<file path="config.mk">
export PLATFORM = sky130hd
export DESIGN_NAME = load_store_unit
export DESIGN_NICKNAME = d
export VERILOG_FILES = /design/src/rtl/load_store_unit.sv
export SDC_FILE = /design/constraint.sdc
export NUM_CORES = 1
export LEC_CHECK = 0
export CAP_MARGIN = 0
export CORE_MARGIN = 4
export CORE_UTILIZATION = 47
export CTS_CLUSTER_DIAMETER = 30
export DETAILED_ROUTE_END_ITERATION = 16
export PLACE_DENSITY_LB_ADDON = 0.2
export SYNTH_ARGS = -nofsm -noshare
export SYNTH_HDL_FRONTEND = slang
export SYNTH_SLANG_ARGS = --single-unit
</file>
<file path="constraint.sdc">
create_clock -name clk -period 2.5 [get_ports clk]
set_input_delay 0.5 -clock clk [delete_from_list [all_inputs] [get_ports clk]]
set_output_delay 0.5 -clock clk [all_outputs]
set_load 0.1 [all_outputs]
</file>
<file path="src/rtl/load_store_unit.sv">
// Load/store unit between a processor memory stage and a word-wide data RAM.
// Sub-word stores use read-modify-write; loads extract and extend the addressed lane.
module load_store_unit #(
    parameter int MEM_WORDS = 102
) (
    input  logic        clk,
    input  logic        rst,
    input  logic        req,
    input  logic        we,
    input  logic [1:0]  size,
    input  logic        sign_ext,
    input  logic [31:0] addr,
    input  logic [31:0] wdata,
    output logic        busy,
    output logic        done,
    output logic        err,
    output logic [31:0] rdata,
    output logic        mem_WE,
    output logic [31:0] mem_A,
    output logic [31:0] mem_WD,
    input  logic [31:0] mem_RD
);

    localparam logic [31:0] ADDR_LIMIT = 32'(4 * MEM_WORDS);

    typedef enum logic [1:0] {IDLE, READ, WRITE, DONE} state_t;

    state_t      state, state_nx;
    logic        we_q, sext_q, err_q;
    logic [1:0]  size_q, lane_q;
    logic [31:0] wdata_q, buf_q;
    logic        bad;
    logic [7:0]  lane8;
    logic [15:0] lane16;
    logic [31:0] load_val, merged;

    assign bad = (size == 2'b11)
              || (size == 2'b01 && addr[0])
              || (size == 2'b10 && addr[1:0] != 2'b00)
              || (addr >= ADDR_LIMIT);

    always_comb begin
        state_nx = state;
        case (state)
            IDLE:  if (req) state_nx = bad ? DONE : ((!we || size != 2'b10) ? READ : WRITE);
            READ:  state_nx = we_q ? WRITE : DONE;
            WRITE: state_nx = DONE;
            DONE:  state_nx = IDLE;
            default: state_nx = IDLE;
        endcase
    end

    always_comb begin
        lane8  = mem_RD[{lane_q, 3'b000} +: 8];
        lane16 = mem_RD[{lane_q[1], 4'b0000} +: 16];
        case (size_q)
            2'b00:   load_val = {{24{sext_q & lane8[7]}}, lane8};
            2'b01:   load_val = {{16{sext_q & lane16[15]}}, lane16};
            default: load_val = mem_RD;
        endcase
        merged = buf_q;
        if (size_q == 2'b00)
            merged[{lane_q, 3'b000} +: 8] = wdata_q[7:0];
        else
            merged[{lane_q[1], 4'b0000} +: 16] = wdata_q[15:0];
    end

    always_ff @(posedge clk) begin
        if (rst) begin
            state   <= IDLE;
            we_q    <= 1'b0;
            sext_q  <= 1'b0;
            err_q   <= 1'b0;
            size_q  <= '0;
            lane_q  <= '0;
            wdata_q <= '0;
            buf_q   <= '0;
            rdata   <= '0;
            mem_A   <= '0;
        end else begin
            state <= state_nx;
            if (state == IDLE && req) begin
                we_q    <= we;
                size_q  <= size;
                sext_q  <= sign_ext;
                lane_q  <= addr[1:0];
                wdata_q <= wdata;
                err_q   <= bad;
                if (!bad) mem_A <= {addr[31:2], 2'b00};
            end
            if (state == READ) begin
                buf_q <= mem_RD;
                if (!we_q) rdata <= load_val;
            end
        end
    end

    // Write strobe is masked by rst so a reset landing in WRITE never reaches the RAM.
    assign mem_WE = (state == WRITE) && !rst;
    assign mem_WD = (size_q == 2'b10) ? wdata_q : merged;
    assign busy   = (state != IDLE);
    assign done   = (state == DONE);
    assign err    = done && err_q;

endmodule

</file>
# --- Word level (Yosys, flattened, before mapping) ---
# Cells that the tools add are included.
classes:
  multipliers: 0
  n_eq_ne: 10
  mux: 10
  div: 0
  bitwise: 4
  reduce_logical: 17
  shift: 6
  addsub: 2
  order_cmp: 1
op_table:
  columns: ["operator", "n"]
  rows:
  - ["bitwise mux 32 bit", 2]
  - ["2-to-1 mux 32 bit", 2]
  - ["one-hot mux 32 bit (2 select lines)", 1]
  - ["greater-or-equal comparator 32 x 9 -> 1 bit, second input constant", 1]
  - ["variable shift 16 x 7 -> 32 bit, first input constant", 1]
  - ["variable shift 8 x 7 -> 32 bit, first input constant", 1]
  - ["indexed part select 16 x 7 -> 32 bit", 1]
  - ["indexed part select 32 x 6 -> 16 bit", 1]
  - ["indexed part select 32 x 6 -> 8 bit", 1]
  - ["indexed part select 8 x 7 -> 32 bit", 1]
  - ["negator 5 -> 7 bit", 2]
  - ["== test 2 bit, second input constant", 5]
  - ["one-hot mux 2 bit (4 select lines)", 1]
  - ["== test 2 x 1 -> 1 bit, second input constant", 3]
  - ["2-to-1 mux 2 bit", 3]
  - ["logical AND 1 bit", 5]
  - ["logical NOT 2 bit", 2]
  - ["logical OR 1 bit", 4]
  - ["!= test 2 bit, second input constant", 2]
  - ["AND reduction 2 bit", 2]
  - ["nonzero test 2 bit", 2]
  - ["bitwise AND 1 bit", 2]
  - ["logical NOT 1 bit", 2]
  - ["NOT 1 bit", 2]
  - ["2-to-1 mux 1 bit", 1]
word_totals:
  mem_count: 0
  elab_cells: 60
  mem_bits_rw: 0
  romBits: 0
  out_inout_bits: 100
  ff_bits: 135
  latch_bits: 0

# --- Longest topological paths before layout ---
depth:
  depth_word: 8
  depth_mapped: 9

# --- Least setup slack after synthesis ---
# Ideal clock, no wire load.
synth_timing:
  path_type: "reg-to-output"
  startpoint: "register lane_q[1]"
  endpoint: "output port mem_WD[24]"
  stages_incl_launch_ff: 8
  path_slack_ns: -1.921
  n_path_buf: 2
  arrival_time_ns: 3.921
  path_cell_list: "dfxtp_1 buf_2 clkinv_1 ha_1 nor4bb_1 clkbuf_1 a221oi_1 a211oi_1"
synth_between:
  elab_chain_cells: 5
  word_cells_on_any_way: 10
  cone_classes: "add/sub (2); shift (4); mux (4)"
synth_rtl:
  columns: ["element", "line", "rtl"]
  rows:
  - ["from (decl)", "30", "logic [1:0] size_q, lane_q;"]
  - ["from (signal assigned)", "86", "lane_q <= addr[1:0];"]
  - ["negator 5 -> 7 bit (on tied branches)", "65, 63", null]
  - ["indexed part select 16 x 7 -> 32 bit, or another cell as far along", "65", "merged[{lane_q[1], 4'b0000} +: 16] = wdata_q[15:0];"]
  - ["bitwise mux 32 bit (on tied branches)", "65, 63", null]
  - ["2-to-1 mux 32 bit (*)", "62", "if (size_q == 2'b00)"]
  - ["2-to-1 mux 32 bit (*)", "100", "assign mem_WD = (size_q == 2'b10) ? wdata_q : merged;"]
  - ["to (decl)", "20", "output logic [31:0] mem_WD,"]
# Every way passes the cells marked *; elsewhere a longest branch is shown, timed or not.

# --- Final worst setup path ---
layout_timing:
  startpoint: "register lane_q[0]"
  endpoint: "output port mem_WD[29]"
layout_between:
  elab_chain_cells: 5
  word_cells_on_any_way: 6
  cone_classes: "add/sub (1); shift (2); mux (3)"
layout_rtl:
  columns: ["element", "line", "rtl"]
  rows:
  - ["negator 5 -> 7 bit (*)", "63", "merged[{lane_q, 3'b000} +: 8] = wdata_q[7:0];"]
  - ["indexed part select 8 x 7 -> 32 bit / variable shift 8 x 7 -> 32 bit (equally long branches)", "63", null]
  - ["bitwise mux 32 bit (*)", "63", null]
  - ["2-to-1 mux 32 bit (*)", "62", null]
  - ["2-to-1 mux 32 bit (*)", "100", null]
# Marked as above.

==> results.ini <==
[setup_path]
crit_path_end_kind=output pin
cp.arrival_ns=2.32
required_ns=2.00
r2r_start=lane_q[1]
cp-startpoint=lane_q[0]
path_max_fanout=9
start_kind=flop
criticalPathCategory=flop to output pin

[sta]
rsz0062_at_grt=yes
maxSlewViolCount=0
hold_viol=0
clock_skew_ns=0.00979
setup_violations=32
min_period_over_period_pct=113
worstMarginPinSlew_ns=0.997
fmax_mhz=355
slew_headroom_pct=33.3
setup_ws_ns=-0.315
fin_crit_ns=2.82

[detailed_routing]
ant_nets=0
dr.pass1.iters=7
vias_per_cell=5.75
via_count=6409
drt_iter0_drc=455
detail_route.wl_per_cell_um=19.9
drc=0
wl_um=22100

[yosys]
synth_area_per_cell_um2=8.57
synthAdderAreaFrac_pct=1.99
synthSimpleGateAreaFrac_pct=20.9
synth-edff-count=0
ys_ff_latch=135
synth_xor_area_share_pct=0
ys_types=48
yosys_warnings=0
synth-seq-area-share_pct=43.0
synth.cell_area_um2=6280
synthFlopType=dfxtp_1
synthCells=733
muxShareOfSynthArea_pct=11.3
synth_top_family_by_area=simple AND/OR/NAND/NOR gates
synth-compound-area-share_pct=18.0
ys_async_sr_fraction_pct=0

[global_routing]
grt_usage_pct=28.0
grt_pass1_wl_um=33100
grt_antenna_before_repair=1
grt-ovfl-total=0
grt_pass1_vias=6459
grt_start_max_net_pins=87

[layout]
final_cell_mix=dfxtp_1, nand2_1, clkdlybuf4s50_1
area_delta_synth_final_pct=57.1
drive_above_1_share_pct=26.8
nets=1041
final_area_um2=9860
seq_area_um2=2710
fin_cells=1114
multi_input_area_um2=3810
fill_cells=846
layout.cells.most_common=dfxtp_1
fin_util_pct=76.6

[min_path]
hp-start=rst
hp-class=input pin to flop

[status]
status=complete, but fails checks
violations=setup timing

[power_and_ir_drop]
powerDensity_nw_per_um2=1320
ir_drop_v=0.000590
p_leak_nw=3.74

[clocking]
cts_tree=yes
cts.sinks=135
cts_max_path_buffers=2
numCtsBuffers=17
clk_latency_ns=0.42
cts.reportedPaths.clkPinSlew_ns=0.06
root_buffer=clkbuf_16
h-tree-depth=4

[placed_design]
place.port_buffers=200
place_ws_ns=-0.0956
gp_congestion=0.912
dp_hpwl_um=15600
placed_cell_area_um2=8920
place.detailed.instances=1072

[run]
max-cap-violations=0

[die]
dieArea_um2=15300
rows=41
io_pins=203
fp.dieH_um=124
initial_utilization_pct=48.8
fp.dieW_um=124
core_area_um2=12900

cell usage after synthesis (2+ instances only):
cell / count / share of area (%)
buf_4: 5 / 0.60
a221oi_1: 11 / 1.5
mux2_2: 11 / 2.0
nor4_1: 9 / 0.90
ha_1: 10 / 2.0
inv_1: 9 / 0.54
and3_1: 4 / 0.40
a22o_1: 8 / 1.1
o211ai_1: 2 / 0.24
nor2b_1: 8 / 0.80
buf_1: 8 / 0.48
nor3b_1: 12 / 1.4
a31oi_1: 8 / 0.80
a211oi_1: 41 / 4.9
o22ai_1: 3 / 0.30
buf_2: 8 / 0.64
a21oi_1: 57 / 4.5
nand3b_1: 9 / 1.1
dfxtp_1: 135 / 43
nand2_1: 109 / 6.5
and4bb_2: 2 / 0.40
nor2_1: 74 / 4.4
nand2b_1: 2 / 0.20
a32oi_1: 3 / 0.42
nor3_1: 15 / 1.2
a2bb2oi_1: 4 / 0.56
clkbuf_1: 38 / 2.3
mux2i_1: 56 / 8.9
a22oi_1: 10 / 1.2
and2_1: 25 / 2.5
a21o_1: 2 / 0.24
o21ai_0: 19 / 1.5
per-stage QoR:
step / power (mW) / hold slack (ns) / setup TNS, ns
2_1_floorplan: 8.05 / 0.437 / -1.33
3_3_place_gp: 9.93 / 0.446 / 0
3_5_place_dp: 10.1 / 0.446 / -1.85
4_1_cts: 12.9 / 0.452 / -3.30
5_1_grt: 13.5 / 0.470 / -7.34
6_report: 13.0 / 0.450 / -4.78
routing by layer:
layer	GRT usage (%)	vias to the layer above	wire [µm]
met2	47.0	334	10800
li1	-	2966	-
met5	0	-	0
met1	32.9	3050	8670
met3	7.49	59	1890
met4	14.2	0	771
worst max-delay path, stage by stage (launching register included):
cell	delay, ns
dfxtp_2	0.33
buf_4	0.18
ha_1	0.21
nor4bb_4	0.34
buf_6	0.19
a22oi_2	0.06
nor2_2	0.15
a211oi_2	0.07
a21oi_4	0.18
buf_12	0.19
flip-flops by register name (all words and copies together) (netlist names):
register  cells
buf_q        32
err_q         1
lane_q        2
mem_A        30
rdata        32
sext_q        1
size_q        2
state         2
wdata_q      32
we_q          1
area by class of cell:
cell class                 instances  area share (%)
timing repair buffer             235            24.8
clock buffer                      19            4.39
clock inverter                    13            1.95
antenna                            1          0.0254
multi-input combinational        529            38.7
sequential                       135            27.5
inverter                          10           0.507
tap                              172            2.18
path summary, 6_finish.rpt:
kind,endpoint,slack [ns],depth (start not counted)
max,mem_WD[29],-0.32,9
min,mem_A[8],0.45,2
max reg2reg,rdata[13],0.41,6
min reg2reg,mem_A[14],0.46,1
report_power, final:
group / internal [mW] / leakage, nW / switching [mW] / total, mW
Clock: 1.68 / 0.299 / 0.996 / 2.68
Combinational: 2.30 / 2.34 / 5.01 / 7.31
Sequential: 2.61 / 1.10 / 0.418 / 3.03
Total: 6.59 / 3.74 / 6.42 / 13.0
logic make-up (layout without fill, tap and decap cells):
kind of cell	Yosys count	in the layout
simple gates	277	277
compound gates	172	172
flops	135	135
buf+inv	70	277
mux	68	68
fa+ha+maj	10	10
other cells	1	3
what timing repair did:
action | in CTS | in global routing
resized for setup | 27 | 21
setup endpoints to repair | 32 | 32
pin swaps | 5 | 12
hold buffers | 0 | 0
buffers inserted | 4 | 5
Note: power is estimated with default switching activity, not from simulation.
